===== config.mk =====
export PLATFORM = sky130hd
export DESIGN_NAME = feed_msg_assembler
export DESIGN_NICKNAME = d
export VERILOG_FILES = /design/src/rtl/feed_msg_assembler.sv
export SDC_FILE = /design/constraint.sdc
export NUM_CORES = 1
export LEC_CHECK = 0
export ABC_AREA = 1
export CAP_MARGIN = 20
export CORE_MARGIN = 4
export CORE_UTILIZATION = 44
export CTS_BUF_LIST = sky130_fd_sc_hd__clkbuf_8
export DETAILED_ROUTE_END_ITERATION = 12
export GPL_ROUTABILITY_DRIVEN = 0
export HOLD_SLACK_MARGIN = 0.12
export PLACE_DENSITY = 0.8
export SYNTH_ARGS = -nofsm -noshare
export SYNTH_HDL_FRONTEND = slang
export SYNTH_SLANG_ARGS = --single-unit

===== constraint.sdc =====
create_clock -name clk -period 1.8 [get_ports clk]
set_input_delay 0.36 -clock clk [delete_from_list [all_inputs] [get_ports clk]]
set_output_delay 0.36 -clock clk [all_outputs]
set_load 0.02 [all_outputs]

===== src/rtl/feed_msg_assembler.sv =====
// rtl/feed_msg_assembler.sv - collects the 1-4 beats of a feed message into one MSB-aligned record
//
// Ports:
//   clk, reset         single clock, synchronous active-high reset
//   in_*               Avalon-ST beat input from the feed decoder (ready/valid/sop/eop/data/empty/error)
//   out_valid/ready    one record per message, held stable until taken
//   out_data           message bytes, byte 0 in the top byte lane, unused bytes zero
//   out_len            message length in bytes (1..32)
//   out_error          runt message or upstream error on any beat
//   drop_cnt           saturating count of discarded messages/beats

module feed_msg_assembler #(
  parameter int C_PKT_BEAT_BYTES  = 8,
  parameter int C_MSG_MIN_BYTES   = 8,
  parameter int C_MSG_MAX_BYTES   = 32,
  parameter int C_PKT_DATA_WIDTH  = C_PKT_BEAT_BYTES * 8,
  parameter int C_PKT_EMPTY_WIDTH = $clog2(C_PKT_BEAT_BYTES),
  parameter int C_MSG_DATA_WIDTH  = C_MSG_MAX_BYTES * 8,
  parameter int C_MSG_LEN_WIDTH   = $clog2(C_MSG_MAX_BYTES) + 1
) (
  input  logic                         clk,
  input  logic                         reset,
  output logic                         in_ready,
  input  logic                         in_valid,
  input  logic                         in_startofpacket,
  input  logic                         in_endofpacket,
  input  logic [C_PKT_DATA_WIDTH-1:0]  in_data,
  input  logic [C_PKT_EMPTY_WIDTH-1:0] in_empty,
  input  logic                         in_error,
  output logic                         out_valid,
  input  logic                         out_ready,
  output logic [C_MSG_DATA_WIDTH-1:0]  out_data,
  output logic [C_MSG_LEN_WIDTH-1:0]   out_len,
  output logic                         out_error,
  output logic [15:0]                  drop_cnt
);

  localparam int C_MAX_BEATS = C_MSG_MAX_BYTES / C_PKT_BEAT_BYTES;
  localparam int C_IDX_WIDTH = $clog2(C_MAX_BEATS);
  localparam logic [C_IDX_WIDTH-1:0] LAST_IDX = C_IDX_WIDTH'(C_MAX_BEATS - 1);
  localparam logic [C_IDX_WIDTH-1:0] IDX_ONE  = C_IDX_WIDTH'(1);

  typedef enum logic [1:0] {S_IDLE, S_ACCUM, S_DROP, S_HOLD} state_t;

  state_t                      state, state_n;
  logic [C_IDX_WIDTH-1:0]      beat_idx, idx_n, lane;
  logic [C_MSG_DATA_WIDTH-1:0] rec, rec_n;
  logic [C_MSG_LEN_WIDTH-1:0]  len_q, len_n;
  logic                        err_q, oerr_n;
  logic                        err_acc, eacc_n;
  logic [15:0]                 drop_q;
  logic                        accept, drop_inc, start, append;
  logic [C_PKT_DATA_WIDTH-1:0] beat_masked;

  // Ready is forced low while reset is asserted, not just after the first reset edge.
  assign in_ready  = !reset && (state != S_HOLD);
  assign accept    = in_valid && in_ready;
  assign out_valid = (state == S_HOLD);
  assign out_data  = rec;
  assign out_len   = len_q;
  assign out_error = err_q;
  assign drop_cnt  = drop_q;

  // Zero the unused trailing bytes of the eop beat so the record tail reads as zero.
  always_comb begin
    beat_masked = in_data;
    if (in_endofpacket) begin
      for (int b = 0; b < C_PKT_BEAT_BYTES; b++) begin
        if (b >= C_PKT_BEAT_BYTES - int'(in_empty)) begin
          beat_masked[8*(C_PKT_BEAT_BYTES-1-b) +: 8] = '0;
        end
      end
    end
  end

  always_comb begin
    state_n  = state;
    idx_n    = beat_idx;
    rec_n    = rec;
    len_n    = len_q;
    oerr_n   = err_q;
    eacc_n   = err_acc;
    drop_inc = 1'b0;
    start    = 1'b0;
    append   = 1'b0;

    case (state)
      S_IDLE: begin
        if (accept) begin
          if (in_startofpacket) begin
            start = 1'b1;
          end else begin
            drop_inc = 1'b1;
            if (!in_endofpacket) state_n = S_DROP;
          end
        end
      end
      S_ACCUM: begin
        if (accept) begin
          if (in_startofpacket) begin
            // restart: the partial record counts as one drop
            drop_inc = 1'b1;
            start    = 1'b1;
          end else if (in_endofpacket) begin
            append  = 1'b1;
            state_n = S_HOLD;
          end else if (beat_idx == LAST_IDX) begin
            // a further beat without eop cannot fit the record
            drop_inc = 1'b1;
            state_n  = S_DROP;
          end else begin
            append = 1'b1;
            idx_n  = beat_idx + IDX_ONE;
          end
        end
      end
      S_DROP: begin
        if (accept) begin
          if (in_startofpacket)    start   = 1'b1;
          else if (in_endofpacket) state_n = S_IDLE;
        end
      end
      S_HOLD: begin
        if (out_ready) state_n = S_IDLE;
      end
      default: state_n = S_IDLE;
    endcase

    lane = start ? '0 : beat_idx;

    if (start) begin
      rec_n   = '0;
      idx_n   = IDX_ONE;
      eacc_n  = in_error;
      state_n = in_endofpacket ? S_HOLD : S_ACCUM;
    end else if (append) begin
      eacc_n = err_acc | in_error;
    end

    if (start || append) begin
      for (int l = 0; l < C_MAX_BEATS; l++) begin
        if (C_IDX_WIDTH'(l) == lane) begin
          rec_n[C_MSG_DATA_WIDTH-1-C_PKT_DATA_WIDTH*l -: C_PKT_DATA_WIDTH] = beat_masked;
        end
      end
      if (in_endofpacket) begin
        len_n  = C_MSG_LEN_WIDTH'(C_PKT_BEAT_BYTES * (int'(lane) + 1) - int'(in_empty));
        oerr_n = eacc_n | (len_n < C_MSG_LEN_WIDTH'(C_MSG_MIN_BYTES));
      end
    end
  end

  always_ff @(posedge clk) begin
    if (reset) begin
      state    <= S_IDLE;
      beat_idx <= '0;
      rec      <= '0;
      len_q    <= '0;
      err_q    <= 1'b0;
      err_acc  <= 1'b0;
      drop_q   <= '0;
    end else begin
      state    <= state_n;
      beat_idx <= idx_n;
      rec      <= rec_n;
      len_q    <= len_n;
      err_q    <= oerr_n;
      err_acc  <= eacc_n;
      if (drop_inc && drop_q != 16'hFFFF) drop_q <= drop_q + 16'd1;
    end
  end

endmodule


==> out/qor.txt <==
Row Count - 59
count leader, synth - nand2_1
Data required, critical path - 2.20 ns
Final Net Count - 2158
skew final - 0.0222 ns
Placed Instances - 2340
Final Hold Viols - 0
Filler cells - 2277
CTS Sinks - 284
maxcap violations - 0
critical path launch point type - input pin
initial drt markers - 1426
Clock Tree Buf Depth - 3
slew margin rel. - 0.540
Synth Net Count - 1714
Clk pin slew, worst setup/hold paths - 0.06 ns
fmax - 558 MHz
Core ar. - 26300 um2
Port Buffers - 354
Register Area - 5700 um2
Hold WS - 0.337 ns
final number of setup-violating endpoints - 0
drt first pass iters - 7
initial antenna violation count - 2
post-route ant nets - 0
largest net degree at the start of global routing - 128
# hold bufs at CTS - 0
die area - 29600 um2
unrepaired setup endpoints after global routing - yes
Worst Tran Pin Value - 0.689 ns
design area - 17800 um2
Cell Pwr Density - 760 nW/um2
Worst Hold Class - input pin to flop
number of flops mapped to enable cells by yosys - 0
post-DR vias/cell - 5.31
DRC errors left - 0
min cycle time layout - 1.79 ns
synthesized area per cell - 7.26 um2
most frequent cells after synthesis - nand2_1, dfxtp_1, nor2_1
CTS Root Buffer Type - clkbuf_8
vias in the first global route - 11900
dpl cell area - 16600 um2
critical-path maximum fanout - 5
ys flop type - dfxtp_1
global route overflow - 0
I/O pin count - 355
top-area cell type share of the netlist area - 0.480
post-DR wirelength/cell - 18.6 um
area delta synth->final - 49.9%
#FFs+latches synth - 284
Clock Latency Late Sink - 0.56 ns
Final period util - 0.996
overall global routing resource usage - 0.280
sequential area share after synthesis - 0.480
Worst Setup End Kind - flop
WS Path Type - input pin to flop
TritonCTS clock tree - built
CP arrival - 2.19 ns
multi-input logic area - 5330 um2
cell area after synthesis - 11900 um2
routed via count - 13000
layout cells sized above 1 - 0.143
count of final max-slew check failures - 0
Post-synth ARST share - 0
top cells by area, synth - dfxtp_1, nand2_1, a21oi_1, nor2_1, nand3_1
Synth area leader - dfxtp_1
Yosys cell types - 32
H-tree levels - 2
first-pass GRT wire length - 65.8 mm
Initial Util - 0.451
Cell Count, Final, Fillers Out - 2448
dpl hpwl - 30.8 mm
Lkg Pwr - 9.56 nW
status - finished, final reports clean
Die X-Extent - 172 um
Post-Route WL - 45.6 mm
clock buffer count from CTS - 48
Yosys warnings - 0
VDD IR max - 0.000469 V
Syn Inst Count - 1632
final core utilization - 0.676
Die Y - 172 um
==> worst max-delay path: stages <==
cell and delay (ns):
clkdlybuf4s50_1 0.49, inv_2 0.08, ha_4 0.17, inv_1 0.07, nand2_1 0.09, nand2_2 0.09, inv_2 0.05, nor2_2 0.14
nand2_1 0.09, buf_4 0.16, inv_1 0.09, nor2_1 0.09, o21ai_0 0.15, nor2_1 0.06
==> logic make-up (layout without fill, tap and decap cells) <==
kind of cell             after synthesis  in the layout  share of synthesized area
AO/OA/AOI/OAI                        337            337                      0.143
XOR/XNOR                              10             10                    0.00739
adder cells (fa/ha/maj)                8              8                    0.00844
buffers and inverters                254            731                     0.0931
flip-flops                           284            284                      0.480
multiplexers                          12             12                     0.0101
other                                  0              3                          0
AND/OR/NAND/NOR                      727            728                      0.258
==> sequential cells by signal, summed over array words and instances, names as in the netlist <==
signal	count
out_error	1
out_len	6
out_data	256
drop_cnt	16
state	2
beat_idx	2
err_acc	1
==> path summary, 6_finish.rpt <==
kind                             from  slack [ns]                       end  depth (start not counted)
max reg2reg  beat_idx[0]$_SDFFE_PP0P_        0.04    out_data[0]$_SDFF_PP0_                         12
max                       in_empty[0]       0.006  out_data[115]$_SDFF_PP0_                         14
min                             reset        0.34        err_acc$_SDFF_PP0_                          6
min reg2reg  out_data[119]$_SDFF_PP0_        0.47  out_data[119]$_SDFF_PP0_                          2
==> report_power, final <==
| group | switching, W | internal (W) | total (W) |
|---|---|---|---|
| sequential | 0.0000568 | 0.00638 | 0.00644 |
| clock | 0.00259 | 0.00300 | 0.00558 |
| combinational | 0.000906 | 0.000579 | 0.00149 |
==> metal layers <==
| layer | share of wire | GRT usage | wire, um | up-vias |
|---|---|---|---|---|
| li1 | - | - | - | 6214 |
| met2 | 0.48 | 0.469 | 21700 | 668 |
| met4 | 0.048 | 0.122 | 2180 | 0 |
| met1 | 0.38 | 0.340 | 17200 | 6005 |
| met3 | 0.097 | 0.0727 | 4430 | 121 |
| met5 | 0 | 0 | 0 | - |
==> layout by cell type (no fill, tap or decap), types with 2 or more instances in the layout <==
| master | netlist | layout |
|---|---|---|
| nor2_4 | 0 | 6 |
| dfxtp_4 | 0 | 2 |
| mux2i_1 | 12 | 12 |
| xor2_1 | 9 | 9 |
| a21oi_2 | 0 | 2 |
| nand3_2 | 2 | 4 |
| buf_6 | 5 | 5 |
| nand2_1 | 359 | 349 |
| clkdlybuf4s50_1 | 0 | 72 |
| nor2_2 | 4 | 16 |
| buf_12 | 0 | 24 |
| clkbuf_16 | 0 | 6 |
| nor3_1 | 11 | 10 |
| nand4_1 | 38 | 38 |
| o21ai_1 | 77 | 96 |
| dfxtp_1 | 284 | 280 |
| ha_1 | 8 | 6 |
| diode_2 | 0 | 3 |
| buf_2 | 32 | 2 |
| nand2_4 | 0 | 4 |
| nand2_2 | 6 | 9 |
| nor2_1 | 181 | 163 |
| inv_6 | 0 | 3 |
| clkbuf_8 | 0 | 60 |
| nand2_8 | 0 | 3 |
| clkinvlp_4 | 0 | 2 |
| inv_1 | 128 | 139 |
| dfxtp_2 | 0 | 2 |
| inv_2 | 11 | 15 |
| o21ai_0 | 104 | 84 |
| buf_4 | 19 | 112 |
| buf_16 | 0 | 4 |
| clkdlybuf4s15_1 | 0 | 2 |
| a21oi_1 | 152 | 150 |
| clkinv_2 | 0 | 5 |
| nand3_1 | 122 | 118 |
| nand3_4 | 0 | 3 |
| dlygate4sd2_1 | 0 | 277 |
==> layout make-up <==
cell class | count | area share
timing repair buffer | 507 | 0.273
clock buffer | 60 | 0.0465
clock inverter | 24 | 0.00613
sequential | 284 | 0.321
tap | 335 | 0.0236
multi-input combinational | 1095 | 0.300
inverter | 140 | 0.0301
antenna | 3 | 0.000423
==> metrics by stage <==
step	power [W]	setup TNS, ns	setup slack, ns
global placement	0.00801	-129.57	-0.624
floorplan	0.00726	0	0.0107
CTS	0.0135	0	0.00892
finish	0.0135	0	0.00643
global route	0.0140	-0.836	-0.0570
detailed placement	0.00803	-138.80	-0.676
==> repair_timing <==
| action | CTS | global route |
|---|---|---|
| pin swaps | 2 | 9 |
| endpoints found under the setup margin | 405 | 219 |
| buffers inserted | 6 | 5 |
| gates resized for setup | 311 | 76 |
| cloned | 3 | 8 |
No activity file was read; power rests on OpenSTA's default activity.
